### src/rtl/bcd_conv_sched.sv
// Two-requester binary-to-BCD converter (double-dabble, one bit per clock).
// Define BCD_RR_ARB_EN for round-robin arbitration; otherwise req0 has fixed priority.
module bcd_conv_sched #(
  parameter int BIN_W = 12
) (
  input  logic             clk,
  input  logic             rst_n,
  input  logic             req0,
  input  logic [BIN_W-1:0] bin0,
  input  logic             req1,
  input  logic [BIN_W-1:0] bin1,
  output logic             gnt0,
  output logic             gnt1,
  output logic             busy,
  output logic             done,
  output logic             done_id,
  output logic [15:0]      bcd
);

  localparam int SW = 16 + BIN_W;
  localparam logic [3:0] LAST = 4'(BIN_W - 1);

  typedef enum logic [1:0] {IDLE, SHIFT, DONE} state_t;

  state_t        state, state_nxt;
  logic [SW-1:0] shift, shift_step;
  logic [3:0]    cnt;
  logic          cur_id;
  logic          any_req;
  logic          win;

  // Correct every BCD nibble that would overflow on doubling, then shift left.
  function automatic logic [SW-1:0] dabble(input logic [SW-1:0] s);
    logic [SW-1:0] t;
    t = s;
    for (int k = 0; k < 4; k++) begin
      if (t[BIN_W+4*k +: 4] >= 4'd5)
        t[BIN_W+4*k +: 4] = t[BIN_W+4*k +: 4] + 4'd3;
    end
    return {t[SW-2:0], 1'b0};
  endfunction

  assign any_req    = req0 | req1;
  assign shift_step = dabble(shift);
  assign busy       = (state != IDLE);

`ifdef BCD_RR_ARB_EN
  // ptr names the requester preferred on a tie: the one not served last.
  logic ptr;

  assign win = (req0 && req1) ? ptr : ~req0;

  always_ff @(posedge clk) begin
    if (!rst_n)
      ptr <= 1'b0;
    else if (state == IDLE && any_req)
      ptr <= ~win;
  end
`else
  assign win = ~req0;
`endif

  always_ff @(posedge clk) begin
    if (!rst_n)
      state <= IDLE;
    else
      state <= state_nxt;
  end

  always_comb begin
    state_nxt = state;
    case (state)
      IDLE:    if (any_req) state_nxt = SHIFT;
      SHIFT:   if (cnt == LAST) state_nxt = DONE;
      DONE:    state_nxt = IDLE;
      default: state_nxt = IDLE;
    endcase
  end

  always_ff @(posedge clk) begin
    if (!rst_n) begin
      shift   <= '0;
      cnt     <= 4'd0;
      cur_id  <= 1'b0;
      gnt0    <= 1'b0;
      gnt1    <= 1'b0;
      done    <= 1'b0;
      done_id <= 1'b0;
      bcd     <= 16'h0000;
    end else begin
      gnt0 <= 1'b0;
      gnt1 <= 1'b0;
      done <= 1'b0;
      case (state)
        IDLE: begin
          if (any_req) begin
            shift  <= {16'h0000, (win ? bin1 : bin0)};
            cnt    <= 4'd0;
            cur_id <= win;
            gnt0   <= ~win;
            gnt1   <= win;
          end
        end
        SHIFT: begin
          shift <= shift_step;
          cnt   <= cnt + 4'd1;
          // The final iteration's result goes straight to the output register.
          if (cnt == LAST) begin
            bcd     <= shift_step[SW-1:BIN_W];
            done_id <= cur_id;
            done    <= 1'b1;
          end
        end
        default: ;
      endcase
    end
  end

endmodule

### config.mk
export PLATFORM = sky130hd
export DESIGN_NAME = bcd_conv_sched
export DESIGN_NICKNAME = d
export VERILOG_FILES = /design/src/rtl/bcd_conv_sched.sv
export SDC_FILE = /design/constraint.sdc
export NUM_CORES = 1
export LEC_CHECK = 0
export ABC_AREA = 0
export CORE_ASPECT_RATIO = 1.75
export CORE_MARGIN = 5
export CORE_UTILIZATION = 50
export CTS_BUF_LIST = sky130_fd_sc_hd__clkbuf_4 sky130_fd_sc_hd__clkbuf_8
export DETAILED_ROUTE_END_ITERATION = 7
export MAX_ROUTING_LAYER = met4
export PLACE_DENSITY = 0.88
export SLEW_MARGIN = 20
export SYNTH_ARGS = -nofsm -noshare
export SYNTH_HDL_FRONTEND = slang
export SYNTH_SLANG_ARGS = --single-unit
### constraint.sdc
create_clock -name clk -period 2.8 [get_ports clk]
set_clock_uncertainty 0.2 [all_clocks]
set_input_delay 0.56 -clock clk [delete_from_list [all_inputs] [get_ports clk]]
set_output_delay 0.56 -clock clk [all_outputs]
set_load 0.05 [all_outputs]
==> results of run 1 <==
-- cells in the final DEF, fill, tap and decap left out, types with 7 or more instances in the layout --
master           netlist  routed
nand2_1               56      56
buf_4                  1       7
ha_1                   9       9
o2bb2ai_1             11      11
o22ai_1                8       8
nor2_1                 9       9
inv_1                 11      11
nor3b_1                7       7
clkdlybuf4s50_1        0      48
o21ai_0               23      23
dfxtp_1               55      55
a21oi_1               18      18
a22oi_1               14      14
-- routing by layer --
metal | global-route usage [%] | vias to the layer above | part of all wire (%)
met5 | - | - | 0
met4 | 6.09 | 0 | 1.5
met3 | 3.44 | 8 | 4.9
met2 | 30.4 | 52 | 56
met1 | 16.7 | 1052 | 38
li1 | - | 1121 | -
-- path summary, 6_finish.rpt --
check               to      start  cells past startpoint  slack [ns]
min          shift[11]  shift[10]                      2        0.26
max reg2reg    bcd[13]     cnt[0]                      5        0.75
min reg2reg  shift[11]  shift[10]                      2        0.26
max               busy   state[1]                      3        0.29
-- logic make-up (layout without fill, tap and decap cells) --
group                    count (synthesis)  in the layout  share of synthesized area, %
XOR/XNOR                                 6              6                          2.06
AND/OR/NAND/NOR                         99             99                          18.6
adder cells (fa/ha/maj)                  9              9                          4.41
multiplexers                             6              6                          2.55
flip-flops                              55             55                          43.1
buffers and inverters                   31             74                          6.31
AO/OA/AOI/OAI                           90             90                          23.1
-- final cells by class --
class,instances,area share (%)
inverters,11,1.31
clock buffers,6,2.62
clock inverters,2,1.11
repair buffers,55,16.9
flip-flops and latches,55,34.9
well taps,54,2.14
multi-input cells,210,41.0
-- power breakdown --
group | internal (mW) | switching [mW]
Sequential | 0.799 | 0.0114
Combinational | 0.0709 | 0.0709
Clock | 0.290 | 0.252
Total | 1.16 | 0.335
-- flip-flops by register name (all words and copies together), names as in the netlist --
| name | flops |
|---|---|
| gnt0 | 1 |
| bcd | 16 |
| state | 2 |
| done | 1 |
| done_id | 1 |
| gnt1 | 1 |
| cnt | 4 |
| shift | 28 |
| cur_id | 1 |
-- stage by stage --
step	hold WS, ns	cells	utilization (%)	cell area (µm²)
global route	0.280	393	63.4	3150
CTS	0.256	393	63.4	3150
finish	0.256	393	63.4	3150
detailed placement	0.249	385	61.0	3040
global placement	0.239	385	61.0	3040
floorplan	0.231	296	-	2560
-- worst register-to-register path: stages, from the launching register on --
cell	delay, ns
dfxtp_1	0.40
ha_1	0.20
nand4b_1	0.13
nor2_2	0.53
nand2_2	0.30
o22ai_1	0.23
==> flow_summary_export.csv, run 1 <==
group,metric,value,unit
clock_tree,post_cts_buffers,0,
timing,finalSetupViolCount,0,
floorplanning,die_w,64.1,µm
clock_tree,clockBufferDepth,2,
synth,synth_area_leaders,"dfxtp_1 (43%), nand2_1 (8.2%), o21ai_0 (4.5%)",
status,status,"completed",
detailed_routing,drtAntennaViolNets,0,
synth,ys_seq_area_share,43.1,%
detailed_routing,first_iter_violations,57,
setup_path,cp.required,2.04,ns
clock_tree,htree_levels,2,
global_routing,grt_pass1_vias,2146,
detailed_routing,dr.pass1.iters,4,
detailed_routing,drt_wl_total,5400,µm
setup_path,arrival,1.75,ns
setup_path,worst-path-buf-inv,2,
run,max_cap_violations,0,
setup_path,cp-end-kind,"output port",
place,place.port_buffers,48,
synth,synthArstFlopShare,0,%
finish,drive_gt1_share,7.08,%
synth,yosysMostFrequentCell,"nand2_1",
synth,synth_common_cells,"nand2_1 (56), dfxtp_1 (55), o21ai_0 (23)",
clock_tree,clkSlewWorstSetupHoldPaths,0.10,ns
global_routing,grt_pass1_wl,9080,µm
clock_tree,numCtsBuffers,5,
finish,nNetsFinal,375,
setup_path,critical-path-max-stage-delay,0.81,ns
timing,slew_viol_final,0,
setup_path,startpoint_type,"flop",
floorplanning,initial_core_util,51.4,%
synth,synth_ff_type,"dfxtp_1",
detailed_routing,wl_per_cell,13.7,µm
global_routing,track_usage,16.6,%
synth,yosys.area.top_type,"dfxtp_1",
timing,finalHoldViolCount,0,
finish,area_growth,23.4,%
place,hpwl,4060,µm
floorplanning,die_y,105,µm
clock_tree,cts_tree,"yes",
timing,setup_ws,0.290,ns
hold_path,hold_class,"flop to flop",
clock_tree,hold_buffers,0,
timing,period_share,89.7,%
floorplanning,dieArea,6700,µm²
synth,ys_types,34,
synth,syn_area,2560,µm²
finish,seqCellArea,1100,µm²
synth,syn_nets,333,
detailed_routing,post-route-drc-count,0,
clock_tree,clockRootBuffer,"clkbuf_8",
power,power,1.49,mW
floorplanning,rows,34,
global_routing,antenna_found_initial,0,
synth,ys_ff_latch,55,
finish,multiInputGateArea,1290,µm²
floorplanning,core,4980,µm²
floorplanning,num_io_pins,49,
timing,maxSlewHeadroom,56.7,%
synth,synthCells,296,
place,dpl_worst_slack,0.230,ns
clock_tree,insertion_delay,0.31,ns
synth,yosys_warnings,0,
timing,max_clock_freq,398,MHz
timing,grt_setup_unrepaired,"false",
power,power_leakage,1.21,nW
synth,synth_edf_count,0,
place,place_congestion,0.849,
detailed_routing,via_per_inst,5.68,
finish,nFillCells,408,
power,ir_worst_vdd,400,µV
setup_path,path_delay_family,"buffers and inverters",
synth,synth_top_area_share,43.1,%
timing,tns,0,ns
clock_tree,cts_sinks,55,
synth,avgSynthCellArea,8.64,µm²
setup_path,critPathKind,"flop to output port",
finish,n_antenna_cell,0,
global_routing,gr-total-overflow,0,
timing,worst_pin_slew,0.649,ns
global_routing,grt_max_degree,30,
clock_tree,cts-resized-gates,0,
timing,post-route-min-period,2.51,ns
detailed_routing,vias,2233,
setup_path,worstPathMaxFanout,7,
setup_path,slowest_stage,"clkdlybuf4s50_1",
setup_path,crit_chain,"nor2_2 -> inv_1 -> clkdlybuf4s50_1",
power,p_per_area,474,nW/µm²
Note: power is estimated with default switching activity, not from simulation.
==> inputs of run 2 (changes only) <==
Settings changed: CORE_MARGIN 5 to unset.
==> run 2 against run 1 <==
Against the previous run:
- sequential share of layout area is 0.29 points higher
- via count fell by 1.7%
- critical path depth did not move
- critical path type unchanged
- largest cell class unchanged
==> flow_summary_export.csv, run 2 (synthesis results as in run 1) <==
group,metric,value,unit
timing,holdWs,0.257,ns
setup_path,arrival,1.76,ns
power,swShare,23.4,%
floorplanning,die_y,96.6,µm
place,hpwl,3880,µm
power,p_switching,321,µW
power,power_leakage,1.20,nW
power,p_int,1.05,mW
floorplanning,num_io_pins,49,
finish,area_growth,22.4,%
timing,max_clock_freq,396,MHz
detailed_routing,drtAntennaViolNets,0,
floorplanning,die_w,56.1,µm
global_routing,grt_max_degree,30,
detailed_routing,post-route-drc-count,0,
clock_tree,insertion_delay,0.30,ns
setup_path,critPathKind,"flop to output port",
detailed_routing,via_per_inst,5.59,
setup_path,cp.required,2.04,ns
timing,period_share,90.2,%
timing,post-route-min-period,2.52,ns
power,combPwrFrac,10.6,%
power,power_frac_seq,59.2,%
timing,maxSlewHeadroom,59.3,%
global_routing,grt_pass1_wl,9160,µm
clock_tree,post_cts_buffers,0,
floorplanning,dieArea,5410,µm²
detailed_routing,vias,2195,
finish,largest_reg_flops,28,
finish,layout_commonest_cell,"nand2_1",
finish,top_regs,"shift x28, bcd x16, cnt x4",
finish,final_cell_mix,"nand2_1 (56), dfxtp_1 (55), clkdlybuf4s50_1 (48)",
place,place_congestion,0.854,
finish,regMostFlops,"shift",
clock_tree,clkSlewWorstSetupHoldPaths,0.09,ns
clock_tree,hold_buffers,0,
setup_path,startpoint_type,"flop",
finish,drive_gt1_share,7.08,%
status,status,"completed",
clock_tree,clockBufferDepth,2,
clock_tree,cts_sinks,55,
global_routing,grt_pass1_vias,2078,
timing,worst_pin_slew,0.610,ns
timing,finalHoldViolCount,0,
setup_path,worstPathMaxFanout,7,
place,dpl_worst_slack,0.268,ns
detailed_routing,first_iter_violations,56,
clock_tree,clockRootBuffer,"clkbuf_8",
clock_tree,cts_tree,"yes",
timing,finalSetupViolCount,0,
detailed_routing,dr.pass1.iters,4,
timing,slew_viol_final,0,
detailed_routing,drt_wl_total,5340,µm
floorplanning,core,4930,µm²
hold_path,hold_class,"flop to flop",
clock_tree,htree_levels,2,
floorplanning,rows,34,
finish,nFillCells,429,
setup_path,cp-end-kind,"output port",
power,p_per_area,438,nW/µm²
global_routing,gr-total-overflow,0,
timing,tns,0,ns
clock_tree,cts-resized-gates,0,
floorplanning,initial_core_util,51.8,%
finish,n_antenna_cell,0,
clock_tree,numCtsBuffers,5,
power,clockPowerShare,30.2,%
detailed_routing,wl_per_cell,13.6,µm
finish,nNetsFinal,377,
run,max_cap_violations,0,
power,ir_worst_vdd,355,µV
timing,setup_ws,0.275,ns
global_routing,track_usage,21.9,%
timing,grt_setup_unrepaired,"false",
place,place.port_buffers,48,
global_routing,antenna_found_initial,0,
[run 2: critical path: stages (launching register included)]
cell	delay [ns]
dfxtp_1	0.49
nor2_2	0.08
inv_1	0.07
clkdlybuf4s50_1	0.82
[run 2: final cells by class]
cell class	count	area, µm²	share of cell area (%)
Tap cell	54	67.6	2.16
Sequential cell	55	1100	35.2
Multi-Input combinational cell	210	1290	41.4
Clock buffer	6	76.3	2.44
Inverter	11	41.3	1.32
Timing Repair Buffer	57	548	17.5
[run 2: final timing paths]
check / slack (ns) / end / depth (start not counted) / start
hold / removal: 0.26 / shift[10] / 2 / shift[9]
setup / recovery: 0.28 / busy / 3 / state[1]
hold reg to reg: 0.26 / shift[10] / 2 / shift[9]
setup reg to reg: 0.82 / bcd[10] / 6 / cnt[0]
[run 2: per-layer routing]
metal | track usage [%] | wire length [µm] | part of all wire, % | up-vias
met4 | 6.30 | 63 | 1.2 | 0
met5 | - | 0 | 0 | -
met1 | 23.0 | 2180 | 41 | 1021
met3 | 3.33 | 142 | 2.7 | 6
met2 | 42.0 | 2950 | 55 | 49
li1 | - | - | - | 1119
[run 2: stage by stage]
step,area (µm²),util (%),instances,power (mW)
after floorplan,2560,-,296,0.913
after global placement,3050,61.8,387,0.968
after detailed placement,3050,61.8,387,0.973
after CTS,3130,63.4,393,1.37
after global routing,3130,63.4,393,1.43
final,3130,63.4,393,1.37
[run 2: power by group through the flow]
stage,Sequential [mW],Combinational [mW],Clock [mW]
5_1_grt,0.812,0.161,0.455
2_1_floorplan,0.829,0.0838,0
6_report,0.810,0.145,0.414
4_1_cts,0.810,0.146,0.419
3_3_place_gp,0.827,0.141,0
3_5_place_dp,0.828,0.145,0
==> inputs of run 3 (changes only) <==
Clock period 2.8 ns to 3.1 ns, I/O delays scaled along.
==> run 3 against run 2 <==
Against the previous run:
- critical path depth is the same
- via count grew 0.50%
- routed wire length shrank 2.6%
- register-to-register slack gained 0.13 ns
- global-route usage shrank 0.20 points
- clock power shrank 4.8%
- worst setup slack lost 0.054 ns
- sequential power shrank 9.6%
- critical endpoint unchanged
==> flow_summary_export.csv, run 3 (synthesis results as in run 1) <==
group,metric,value,unit
status,status,"completed",
floorplanning,die_y,96.6,µm
global_routing,grt_pass1_vias,2165,
power,power,1.25,mW
setup_path,reg2reg_depth,5,
finish,drive_gt1_share,6.80,%
hold_path,hold_class,"flop to flop",
power,p_per_area,402,nW/µm²
hold_path,min-delay-start,"shift[5]",
setup_path,startpoint_type,"flop",
finish,layout_commonest_cell,"nand2_1",
detailed_routing,dr.pass1.iters,4,
global_routing,grt_max_degree,29,
finish,nFillCells,408,
detailed_routing,via_per_inst,5.63,
hold_path,holdPathEnd,"shift[6]",
setup_path,r2r_slack,0.95,ns
timing,worst_pin_slew,0.755,ns
setup_path,worstSetupStartpoint,"state[1]",
timing,period_share,92.9,%
detailed_routing,post-route-drc-count,0,
power,ir_worst_vdd,404,µV
finish,final_cells,392,
finish,n_antenna_cell,0,
clock_tree,clockBufferDepth,2,
global_routing,track_usage,21.7,%
setup_path,arrival,2.06,ns
floorplanning,rows,34,
timing,post-route-min-period,2.88,ns
timing,max_clock_freq,347,MHz
floorplanning,core,4930,µm²
detailed_routing,first_iter_violations,52,
floorplanning,initial_core_util,51.8,%
detailed_routing,wl_per_cell,13.3,µm
timing,grt_setup_unrepaired,"false",
finish,area_growth,22.2,%
setup_path,rr_startpoint,"cnt[0]",
clock_tree,post_cts_buffers,0,
clock_tree,numCtsBuffers,5,
timing,finalHoldViolCount,0,
floorplanning,num_io_pins,49,
clock_tree,htree_levels,2,
setup_path,cp-end-kind,"output port",
timing,maxSlewHeadroom,49.6,%
detailed_routing,drtAntennaViolNets,0,
global_routing,gr-total-overflow,0,
timing,holdWs,0.267,ns
place,dpl_worst_slack,0.514,ns
hold_path,min_path_cells,2,
clock_tree,insertion_delay,0.30,ns
power,power_leakage,1.19,nW
finish,largest_reg_flops,28,
setup_path,critPathKind,"flop to output port",
place,place.port_buffers,48,
timing,slew_viol_final,0,
clock_tree,clkSlewWorstSetupHoldPaths,0.09,ns
setup_path,cp.required,2.28,ns
clock_tree,cts-resized-gates,0,
finish,top_regs,"shift x28, bcd x16, cnt x4",
setup_path,r2r-end,"bcd[10]",
clock_tree,cts_tree,"yes",
clock_tree,hold_buffers,0,
global_routing,grt_pass1_wl,9050,µm
global_routing,antenna_found_initial,0,
timing,setup_ws,0.221,ns
finish,final_cell_mix,"nand2_1 (56), dfxtp_1 (55), clkdlybuf4s50_1 (48)",
detailed_routing,drt_wl_total,5200,µm
floorplanning,die_w,56.1,µm
clock_tree,cts_sinks,55,
timing,finalSetupViolCount,0,
detailed_routing,vias,2206,
timing,tns,0,ns
finish,nNetsFinal,375,
floorplanning,dieArea,5410,µm²
run,max_cap_violations,0,
setup_path,worstPathMaxFanout,17,
place,place_congestion,0.771,
place,dp_cells,385,
clock_tree,clockRootBuffer,"clkbuf_8",
place,hpwl,3870,µm
finish,regMostFlops,"shift",
run 3: cell types whose count changed in the layout (fill, tap and decap cells not counted), sizes merged:
cell,delta
buf,-2
clkinv,+1
run 3: through the flow:
step,utilization (%),instance area [µm²]
3_3_place_gp,61.5,3040
6_report,63.3,3120
4_1_cts,63.3,3120
2_1_floorplan,-,2560
3_5_place_dp,61.5,3040
5_1_grt,63.3,3120
run 3: per-layer routing:
metal	vias to the layer above	global-route usage [%]	part of all wire [%]
li1	1110	-	-
met1	1045	21.9	40
met2	44	41.3	56
met3	7	3.06	2.3
met4	0	9.35	1.2
met5	-	-	0
run 3: area by class of cell:
type | instances | area, µm² | area share (%)
Multi-Input combinational cell | 210 | 1290 | 41.4
Sequential cell | 55 | 1100 | 35.2
Timing Repair Buffer | 55 | 533 | 17.1
Clock buffer | 6 | 82.6 | 2.64
Tap cell | 54 | 67.6 | 2.16
Inverter | 11 | 41.3 | 1.32
Clock inverter | 1 | 5.00 | 0.160
run 3: worst max-delay path by stage:
| stage | end | slack, ns |
|---|---|---|
| floorplan | shift[13] | 1.29 |
| global placement | shift[11] | 0.59 |
| detailed placement | shift[21] | 0.51 |
| CTS | busy | 0.23 |
| global route | busy | 0.14 |
| finish | busy | 0.22 |
run 3: critical path: stages, from the launching register on:
cell	delay, ns
dfxtp_1	0.38
nor2_2	0.53
inv_1	0.12
clkdlybuf4s50_1	0.73
run 3: power breakdown:
part | internal [mW] | switching, mW | total (mW) | leakage (nW)
clock | 0.176 | 0.218 | 0.394 | 0.0470
sequential | 0.721 | 0.0104 | 0.732 | 0.446
combinational | 0.0636 | 0.0651 | 0.129 | 0.699
